<file path="src/rtl/div_controller.sv">
`default_nettype none
// ============================================================================
// Module      : div_controller
// Description : Sequencer for a 1-bit/cycle restoring divider (DIV/DIVU).
//               Accepts operands on start, runs WIDTH iterations, applies the
//               sign correction, then pulses the HI/LO write. Also exports the
//               divide-in-flight stall for mfhi/mflo in Decode.
// Revision    : 1.0 - initial release
// ============================================================================
module div_controller #(
  parameter int WIDTH = 32
) (
  input  logic             clock,
  input  logic             reset_n,
  input  logic             start,
  input  logic             is_signed,
  input  logic [WIDTH-1:0] dividend,
  input  logic [WIDTH-1:0] divisor,
  input  logic             flush,
  input  logic             mf_op_d,
  output logic             busy,
  output logic             done,
  output logic             hi_lo_we,
  output logic [WIDTH-1:0] hi_out,
  output logic [WIDTH-1:0] lo_out,
  output logic             div_by_zero,
  output logic             stall_mf
);

  localparam int CW = (WIDTH > 1) ? $clog2(WIDTH) : 1;
  localparam logic [CW-1:0] C_LAST = CW'(WIDTH - 1);

  typedef enum logic [1:0] {
    S_IDLE = 2'd0,
    S_ITER = 2'd1,
    S_FIX  = 2'd2,
    S_DONE = 2'd3
  } state_t;

  state_t           state_q, state_d;
  logic [WIDTH-1:0] acc_q, acc_d;          // partial remainder (always < divisor)
  logic [WIDTH-1:0] quo_q, quo_d;          // dividend shifts out, quotient shifts in
  logic [WIDTH-1:0] dsr_q, dsr_d;          // divisor magnitude
  logic [CW-1:0]    count_q, count_d;
  logic             neg_quo_q, neg_quo_d;
  logic             neg_rem_q, neg_rem_d;
  logic             zero_q, zero_d;
  logic [WIDTH-1:0] hi_q, hi_d;
  logic [WIDTH-1:0] lo_q, lo_d;

  logic [WIDTH-1:0] mag_a, mag_b;
  logic [WIDTH:0]   shifted;               // WIDTH+1 bits so the compare never overflows

  // Next-state, datapath step and result correction.
  always_comb begin
    state_d   = state_q;
    acc_d     = acc_q;
    quo_d     = quo_q;
    dsr_d     = dsr_q;
    count_d   = count_q;
    neg_quo_d = neg_quo_q;
    neg_rem_d = neg_rem_q;
    zero_d    = zero_q;
    hi_d      = hi_q;
    lo_d      = lo_q;
    mag_a     = (is_signed && dividend[WIDTH-1]) ? -dividend : dividend;
    mag_b     = (is_signed && divisor[WIDTH-1])  ? -divisor  : divisor;
    shifted   = {acc_q, quo_q[WIDTH-1]};

    case (state_q)
      S_IDLE: begin
        if (start && !flush) begin
          quo_d     = mag_a;
          dsr_d     = mag_b;
          neg_quo_d = is_signed && (dividend[WIDTH-1] ^ divisor[WIDTH-1]);
          neg_rem_d = is_signed && dividend[WIDTH-1];
          zero_d    = (divisor == '0);
          acc_d     = '0;
          count_d   = '0;
          state_d   = S_ITER;
        end
      end
      S_ITER: begin
        if (shifted >= {1'b0, dsr_q}) begin
          acc_d = WIDTH'(shifted - {1'b0, dsr_q});
          quo_d = {quo_q[WIDTH-2:0], 1'b1};
        end else begin
          acc_d = shifted[WIDTH-1:0];
          quo_d = {quo_q[WIDTH-2:0], 1'b0};
        end
        count_d = count_q + CW'(1);
        if (count_q == C_LAST) state_d = S_FIX;
      end
      S_FIX: begin
        // With a zero divisor every step subtracts 0, so the remainder is
        // |dividend| and the sign fix below restores the original dividend.
        lo_d    = zero_q ? '1 : (neg_quo_q ? -quo_q : quo_q);
        hi_d    = neg_rem_q ? -acc_q : acc_q;
        state_d = S_DONE;
      end
      S_DONE: begin
        state_d = S_IDLE;
      end
      default: state_d = S_IDLE;
    endcase

    // Flush aborts from any state and never disturbs the held result.
    if (flush) begin
      state_d = S_IDLE;
      hi_d    = hi_q;
      lo_d    = lo_q;
    end
  end

  // State and datapath registers with asynchronous clear.
  always_ff @(posedge clock or negedge reset_n) begin
    if (!reset_n) begin
      state_q   <= S_IDLE;
      acc_q     <= '0;
      quo_q     <= '0;
      dsr_q     <= '0;
      count_q   <= '0;
      neg_quo_q <= 1'b0;
      neg_rem_q <= 1'b0;
      zero_q    <= 1'b0;
      hi_q      <= '0;
      lo_q      <= '0;
    end else begin
      state_q   <= state_d;
      acc_q     <= acc_d;
      quo_q     <= quo_d;
      dsr_q     <= dsr_d;
      count_q   <= count_d;
      neg_quo_q <= neg_quo_d;
      neg_rem_q <= neg_rem_d;
      zero_q    <= zero_d;
      hi_q      <= hi_d;
      lo_q      <= lo_d;
    end
  end

  assign busy        = (state_q != S_IDLE);
  assign done        = (state_q == S_DONE);
  assign hi_lo_we    = done;
  assign div_by_zero = done && zero_q;
  assign hi_out      = hi_q;
  assign lo_out      = lo_q;
  assign stall_mf    = mf_op_d && (busy || start);

endmodule
`default_nettype wire

</file>
<file path="config.mk">
export PLATFORM = sky130hd
export DESIGN_NAME = div_controller
export DESIGN_NICKNAME = d
export VERILOG_FILES = /design/src/rtl/div_controller.sv
export SDC_FILE = /design/constraint.sdc
export NUM_CORES = 1
export LEC_CHECK = 0
export BUFFER_PORTS_ARGS = -buffer_cell sky130_fd_sc_hd__buf_2
export CORE_MARGIN = 3
export CORE_UTILIZATION = 48
export CTS_CLUSTER_SIZE = 40
export DETAILED_ROUTE_END_ITERATION = 6
export GPL_TIMING_DRIVEN = 1
export PLACE_DENSITY = 0.71
export REMOVE_ABC_BUFFERS = 1
export SLEW_MARGIN = 20
export SYNTH_ARGS = -nofsm -noshare
export SYNTH_HDL_FRONTEND = slang
export SYNTH_SLANG_ARGS = --single-unit
</file>
<file path="constraint.sdc">
create_clock -name clock -period 3.37 [get_ports clock]
set_input_delay 1.011 -clock clock [delete_from_list [all_inputs] [get_ports clock]]
set_output_delay 1.011 -clock clock [all_outputs]
set_load 0.05 [all_outputs]
</file>
==> results.ini, run 1 <==
[route]
detail_route.drc_violations=0
route.final.wire_length_microns=30090
num_vias=10230
avgViaCountPerCell=5.733
route.antenna.remaining_nets=0
first_pass_iters=7
wl_per_cell_microns=16.86
first_iter_violations=710

[sta]
holdWs_ns=0.4709
worst-slew-pin-transition_ns=0.8051
setup_viol=0
timing.slew.headroom=0.4632
period_needed_ns=3.261
max_freq_ghz=0.3067
fin_worst_skew_ns=0.01181
final_slew_viol_count=0
finalHoldViolCount=0
layout_worst_path_cycle_share=0.9676

[hold_path]
min_path_cells=2
worst_hold_path_type=reg2reg

[clock_network]
clock_tree.buffer_depth=2
post_cts_setup_buffers=0
cts_sinks=170
cts_tree=done
cts_htree_levels=4
cts_root_buffer=sky130_fd_sc_hd__clkbuf_16
clk_latency_ns=0.44
holdBufCountCts=0
numCtsBuffers=17
path_clk_slew_ns=0.07

[power]
seq_power_share=0.267
cellPowerDensity_nw_per_um2=995.5
combPwrFrac=0.576
power.net_switching_mw=6.438
power.ir.vdd_worst_v=0.0004954
clkPwrFrac=0.157
switching_share=0.4878
cell_internal_pwr_mw=6.759
cellLeakagePower_nw=6.205

[final_layout]
diodes=0
area_growth_pct=19.43
num-nets-final=1600
drive_gt1_frac=0.1900
cell_count_final_fillers_out=1785

[die]
die_height_microns=158.1
core_sq_um=22710
placement_rows=55
initial_utilization=0.4888
design.die.area_sq_um=24980
pin_count=139
die_width_microns=158.1

[run_status]
outcome=completed

[logic_synthesis]
netlist_instances=1322
synth.yosys.warnings=0
synthArstFlopShare=1.000
ys_seq_area_frac=0.3833
synth_area_sq_um=11100
ys_dominant_reg_cell=sky130_fd_sc_hd__dfrtp_1
ys_types=61
postSynthRegisterBits=170
number_of_enable_flip_flop_cells_after_synthesis=0
synthesis.area_per_instance_sq_um=8.396

[grt]
largest_net_degree_at_the_start_of_global_routing=97
grt_pass1_vias=9558
number_of_antenna_violations_at_the_first_check_in_global_routing=0
grt_pass1_wl_microns=48490
overflow=0
grt.total_usage=0.2392

[setup_path]
worst_setup_path_end_kind=flop
critPathLaunchType=flop
arrival_ns=3.57
r2r_worst_path_depth=9
crit_required_ns=3.68
critPathKind=reg2reg
critPathMaxFanout=4

[placement]
placement.io_buffers=138
routabilityCongestion=0.9573
dp.cells=1753
dp_wirelength_microns=21990

[job]
maxCapViolations=0

power groups by stage:
| stage | Clock (mW) | Combinational (mW) | Sequential, mW |
|---|---|---|---|
| after floorplan | 0 | 4.10 | 4.57 |
| after global placement | 0 | 7.25 | 3.50 |
| after detailed placement | 0 | 7.35 | 3.54 |
| after CTS | 2.10 | 7.39 | 3.51 |
| after global routing | 2.18 | 8.35 | 3.64 |
| final | 2.07 | 7.61 | 3.52 |
routing by layer:
layer  global-route usage  share of wire  vias up
li1                     -              -     5040
met1               0.3568           0.48     4825
met2               0.3662           0.45      330
met3              0.03308          0.061       38
met4              0.06596          0.015        0
met5                    0              0        -
synthesized netlist by cell type (10+ instances only):
library cell	number	area [sq um]
sky130_fd_sc_hd__mux2i_1	13	130.1
sky130_fd_sc_hd__xnor2_1	60	525.5
sky130_fd_sc_hd__nor2_1	85	319.1
sky130_fd_sc_hd__a21oi_1	118	590.6
sky130_fd_sc_hd__o22ai_1	17	106.4
sky130_fd_sc_hd__inv_1	55	206.5
sky130_fd_sc_hd__dfrtp_1	170	4254
sky130_fd_sc_hd__nor4_1	10	62.56
sky130_fd_sc_hd__o41ai_1	18	157.7
sky130_fd_sc_hd__o31ai_1	24	180.2
sky130_fd_sc_hd__nand3_1	48	240.2
sky130_fd_sc_hd__a21o_1	24	180.2
sky130_fd_sc_hd__clkbuf_1	66	247.7
sky130_fd_sc_hd__nand2b_1	11	68.82
sky130_fd_sc_hd__xor2_1	85	744.5
sky130_fd_sc_hd__nand2_1	167	626.9
sky130_fd_sc_hd__or3_1	11	68.82
sky130_fd_sc_hd__and3_1	12	75.07
sky130_fd_sc_hd__o21ai_0	136	680.7
sky130_fd_sc_hd__nor3_1	22	110.1
sky130_fd_sc_hd__or4_1	16	120.1
sky130_fd_sc_hd__ha_1	42	525.5
per-stage QoR:
| stage | setup slack (ns) | TNS, ns | total power [mW] | util | cell area [sq um] |
|---|---|---|---|---|---|
| floorplan | -4.726 | -227.36 | 8.666 | - | 10830 |
| global placement | -0.02075 | -0.02075 | 10.76 | 0.5512 | 12520 |
| detailed placement | -0.03263 | -0.03263 | 10.89 | 0.5512 | 12520 |
| CTS | 0.09316 | 0 | 12.99 | 0.5788 | 13150 |
| global route | -0.01958 | -0.03515 | 14.17 | 0.5837 | 13260 |
| finish | 0.1093 | 0 | 13.20 | 0.5837 | 13260 |
critical path, stage by stage (launching register included):
cell                      delay, ns
sky130_fd_sc_hd__dfrtp_1       0.39
sky130_fd_sc_hd__or4_4         0.54
sky130_fd_sc_hd__or3_1         0.40
sky130_fd_sc_hd__or2_4         0.26
sky130_fd_sc_hd__or3_4         0.38
sky130_fd_sc_hd__or3_4         0.34
sky130_fd_sc_hd__or4_4         0.44
sky130_fd_sc_hd__o21ai_2       0.14
sky130_fd_sc_hd__xor2_1        0.15
sky130_fd_sc_hd__a21oi_1       0.08
logic make-up after synthesis:
logic type,after synthesis,synth area share
AOI/OAI and AO/OA,399,0.2176
DFF,170,0.3833
muxes,13,0.01172
and+or+nand+nor,426,0.1809
xor gates and xnor gates,145,0.1144
adders and majority gates,43,0.04915
buffers and inverters,126,0.04295
flip-flops by register name, summed over array words and instances, names as in the netlist:
| signal | cells |
|---|---|
| neg_quo_q | 1 |
| neg_rem_q | 1 |
| hi_out | 32 |
| count_q | 5 |
| lo_out | 32 |
| zero_q | 1 |
| dsr_q | 32 |
| acc_q | 32 |
| quo_q | 32 |
| state_q | 2 |
repair_timing:
item,4_1_cts,5_1_grt
pin swaps,0,1
gates resized for setup,1,21
cloned,0,0
setup endpoints to repair,1,36
cell type report:
cell class | count | area, sq um
inverter | 56 | 210.2
tap | 285 | 356.6
clock buffer | 19 | 452.9
fill | 2074 | 9453
multi-input combinational | 1026 | 6501
timing repair buffer | 216 | 1311
clock inverter | 13 | 168.9
sequential | 170 | 4255
final timing paths:
path	startpoint	to	slack (ns)
setup reg to reg	quo_q[12]	lo_out[28]	0.11
min in group asynchronous	reset_n	quo_q[23]	0.57
max in group asynchronous	reset_n	acc_q[4]	1.94
hold reg to reg	hi_out[19]	hi_out[19]	0.47
setup / recovery	quo_q[12]	lo_out[28]	0.11
hold / removal	hi_out[19]	hi_out[19]	0.47
layout by cell type (no fill, tap or decap), types with 17 or more instances in the layout:
| cell type | n |
|---|---|
| sky130_fd_sc_hd__nand2_1 | 167 |
| sky130_fd_sc_hd__nor2_1 | 82 |
| sky130_fd_sc_hd__o22ai_1 | 17 |
| sky130_fd_sc_hd__dfrtp_1 | 169 |
| sky130_fd_sc_hd__xnor2_1 | 60 |
| sky130_fd_sc_hd__ha_1 | 38 |
| sky130_fd_sc_hd__clkbuf_16 | 17 |
| sky130_fd_sc_hd__nand3_1 | 48 |
| sky130_fd_sc_hd__o21ai_0 | 134 |
| sky130_fd_sc_hd__a21o_1 | 24 |
| sky130_fd_sc_hd__nor3_1 | 21 |
| sky130_fd_sc_hd__o31ai_1 | 24 |
| sky130_fd_sc_hd__inv_1 | 55 |
| sky130_fd_sc_hd__xor2_1 | 85 |
| sky130_fd_sc_hd__o41ai_1 | 18 |
| sky130_fd_sc_hd__a21oi_1 | 117 |
| sky130_fd_sc_hd__buf_4 | 75 |
| sky130_fd_sc_hd__buf_2 | 137 |
No activity file was read; power rests on OpenSTA's default activity.
==> inputs of run 2 (changes only) <==
--- a/config.mk
+++ b/config.mk
@@ -5,13 +5,15 @@
 export SDC_FILE = /design/constraint.sdc
 export NUM_CORES = 1
 export LEC_CHECK = 0
+export ABC_AREA = 1
 export BUFFER_PORTS_ARGS = -buffer_cell sky130_fd_sc_hd__buf_2
 export CORE_MARGIN = 3
 export CORE_UTILIZATION = 48
 export CTS_CLUSTER_SIZE = 40
 export DETAILED_ROUTE_END_ITERATION = 6
 export GPL_TIMING_DRIVEN = 1
-export PLACE_DENSITY = 0.71
+export MAX_ROUTING_LAYER = met4
+export PLACE_DENSITY = 0.7
 export REMOVE_ABC_BUFFERS = 1
 export SLEW_MARGIN = 20
 export SYNTH_ARGS = -nofsm -noshare
==> run 2 against run 1 <==
  * Register-to-register slack improved by 0.72 ns
  * Critical path type is now reg2out
  * Die area grew 16%
  * Combinational power down 14%
  * Fmax grew 24%
  * Critical path depth shrank 5
==> results.ini, run 2 <==
[die]
die_height_microns=169.9
design.die.area_sq_um=28870
core_sq_um=26210
placement_rows=59
pin_count=139
die_width_microns=169.9
initial_utilization=0.4921

[sta]
setup_slack_ns=0.7499
setup_viol=0
timing.slew.headroom=0.4937
holdWs_ns=0.4765
period_needed_ns=2.620
finalHoldViolCount=0
final_slew_viol_count=0
worst-slew-pin-transition_ns=0.7586
layout_worst_path_cycle_share=0.7775
fin_worst_skew_ns=0.01563
grt_setup_unrepaired=no
max_freq_ghz=0.3817

[logic_synthesis]
number_of_enable_flip_flop_cells_after_synthesis=0
synth_largest_type_area_fraction=0.3299
netlist_instances=1959
ys_types=44
netlist_top_cells_count=sky130_fd_sc_hd__nand2_1 (572), sky130_fd_sc_hd__inv_1 (283), sky130_fd_sc_hd__nor2_1 (201)
synthesis.area_per_instance_sq_um=6.582
postSynthRegisterBits=170
synth.yosys.warnings=0
synth_largest_area_cell=sky130_fd_sc_hd__dfrtp_1
synth_area_sq_um=12890
synthArstFlopShare=1.000
synth_top_cells_by_area=sky130_fd_sc_hd__dfrtp_1 (33%), sky130_fd_sc_hd__nand2_1 (17%), sky130_fd_sc_hd__inv_1 (8.2%), sky130_fd_sc_hd__nand3_1 (7.4%), sky130_fd_sc_hd__nor2_1 (5.9%)
yosysMostFrequentCell=sky130_fd_sc_hd__nand2_1
ys_dominant_reg_cell=sky130_fd_sc_hd__dfrtp_1
ys_seq_area_frac=0.3299

[grt]
largest_net_degree_at_the_start_of_global_routing=64
grt.total_usage=0.2845
grt_pass1_vias=12060
number_of_antenna_violations_at_the_first_check_in_global_routing=0
overflow=0
grt_pass1_wl_microns=63930

[placement]
routabilityCongestion=0.9693
preCtsSetupSlack_ns=0.6034
dp_wirelength_microns=30700
placement.io_buffers=138
dpl-instance-area_sq_um=13960

[clock_network]
cts_root_buffer=sky130_fd_sc_hd__clkbuf_16
clk_latency_ns=0.43
path_clk_slew_ns=0.07
post_cts_setup_buffers=0
cts_tree=done
cts_htree_levels=4
cts_sinks=170
numCtsBuffers=17
post_cts.resized_instances=0
holdBufCountCts=0
clock_tree.buffer_depth=2

[final_layout]
layout.cells.most_common=sky130_fd_sc_hd__nand2_1
fillers=2645
layout.area.seq_sq_um=4254
drive_gt1_frac=0.1160
num-nets-final=2195
mostFrequentLayoutCells=sky130_fd_sc_hd__nand2_1 (572), sky130_fd_sc_hd__inv_1 (283), sky130_fd_sc_hd__nor2_1 (200)
diodes=0
post-route-util=0.5548
area_growth_pct=12.75
design_area_sq_um=14540
multi_input_comb_area_sq_um=7276

[power]
power.net_switching_mw=6.172
cell_internal_pwr_mw=5.602
switching_share=0.5242
power_mw=11.77
cellLeakagePower_nw=7.810
power.ir.vdd_worst_v=0.0005327
combPwrFrac=0.555
cellPowerDensity_nw_per_um2=809.8
clkPwrFrac=0.171
seq_power_share=0.275

[hold_path]
worst_min_delay_path_endpoint=hi_out[18]
hold_path_startpoint=hi_out[18]
worst_hold_path_type=reg2reg
min_path_cells=2

[setup_path]
max_stage_delay_ns=0.38
worst_setup_path_end_kind=output port
crit_required_ns=2.36
timing.critical_path.max_delay_family=flip-flops
critPathLaunchType=flop
r2r_worst_path_depth=13
arrival_ns=1.61
ff2ff_setup_slack_ns=0.83
critPathMaxFanout=3
cp_slowest_cell=sky130_fd_sc_hd__dfrtp_1
crit_cells=4
crit_chain=inv_1, ha_1, a21boi_0, buf_2
critPathKind=reg2out
critical_path.reg2reg.endpoint=acc_q[28]
r2r-start=acc_q[13]
cp_num_buf_inv=2

[route]
wl_per_cell_microns=16.34
num_vias=13000
avgViaCountPerCell=5.351
first_iter_violations=986
first_pass_iters=7
route.antenna.remaining_nets=0
route.final.wire_length_microns=39720
detail_route.drc_violations=0

[job]
maxCapViolations=0

[run_status]
outcome=completed

run 2: cell count changes in the layout (fill, tap and decap cells not counted), sizes merged, moves of 41 or more:
cell	previous run	this run
buf	216	161
nor2	85	208
xnor2	60	19
nand3	48	202
nand2	167	577
inv	56	299
a21oi	118	47
run 2: metal layers:
layer | vias to the layer above | part of all wire | track usage
met4 | 0 | 0.025 | 0.08854
met2 | 447 | 0.42 | 0.4029
met5 | - | 0 | -
li1 | 6524 | - | -
met3 | 56 | 0.065 | 0.03763
met1 | 5977 | 0.49 | 0.4222
run 2: layout make-up:
class	count	area share
clock buffers	17	0.02926
clock inverters	15	0.01059
multi-input cells	1438	0.5004
repair buffers	161	0.06239
flip-flops and latches	170	0.2926
well taps	335	0.02883
inverters	294	0.07590
run 2: per-stage QoR:
stage | setup TNS [ns] | std cells
2_1_floorplan | -9.170 | 1902
3_3_place_gp | 0 | 2398
3_5_place_dp | 0 | 2398
4_1_cts | 0 | 2430
5_1_grt | 0 | 2430
6_report | 0 | 2430
run 2: how the worst max path moves through the flow:
stage | startpoint | to | slack [ns]
2_1_floorplan | flush | lo_out[2] | -0.58
3_3_place_gp | dividend[0] | quo_q[26] | 0.63
3_5_place_dp | dividend[0] | quo_q[26] | 0.60
4_1_cts | state_q[0] | stall_mf | 0.72
5_1_grt | acc_q[19] | acc_q[28] | 0.60
6_report | state_q[0] | stall_mf | 0.75
run 2: worst register-to-register path, cell delays in order (launching register included):
cell                      delay [ns]
sky130_fd_sc_hd__dfrtp_1        0.46
sky130_fd_sc_hd__ha_1           0.41
sky130_fd_sc_hd__nand2_1        0.13
sky130_fd_sc_hd__nor2_1         0.25
sky130_fd_sc_hd__nand2_1        0.12
sky130_fd_sc_hd__nor2_1         0.16
sky130_fd_sc_hd__nand2_1        0.07
sky130_fd_sc_hd__nand3_1        0.10
sky130_fd_sc_hd__nor2_2         0.05
sky130_fd_sc_hd__nand2_2        0.27
sky130_fd_sc_hd__nand2_1        0.24
sky130_fd_sc_hd__nand2_1        0.11
sky130_fd_sc_hd__nand2_1        0.05
sky130_fd_sc_hd__nand2_1        0.06
run 2: cell families after synthesis:
group	count (synthesis)	synth area share
AO/OA/AOI/OAI	245	0.1113
XOR/XNOR	79	0.05366
AND/OR/NAND/NOR	1071	0.3558
flip-flops	170	0.3299
adder cells (fa/ha/maj)	43	0.04231
buffers and inverters	351	0.1070
run 2: power by group through the flow:
stage	combinational [mW]	sequential, mW	clock (mW)
finish	6.53	3.24	2.01
global route	7.18	3.33	2.12
CTS	6.50	3.24	2.03
detailed placement	6.49	3.27	0
global placement	6.41	3.24	0
floorplan	3.34	4.52	0
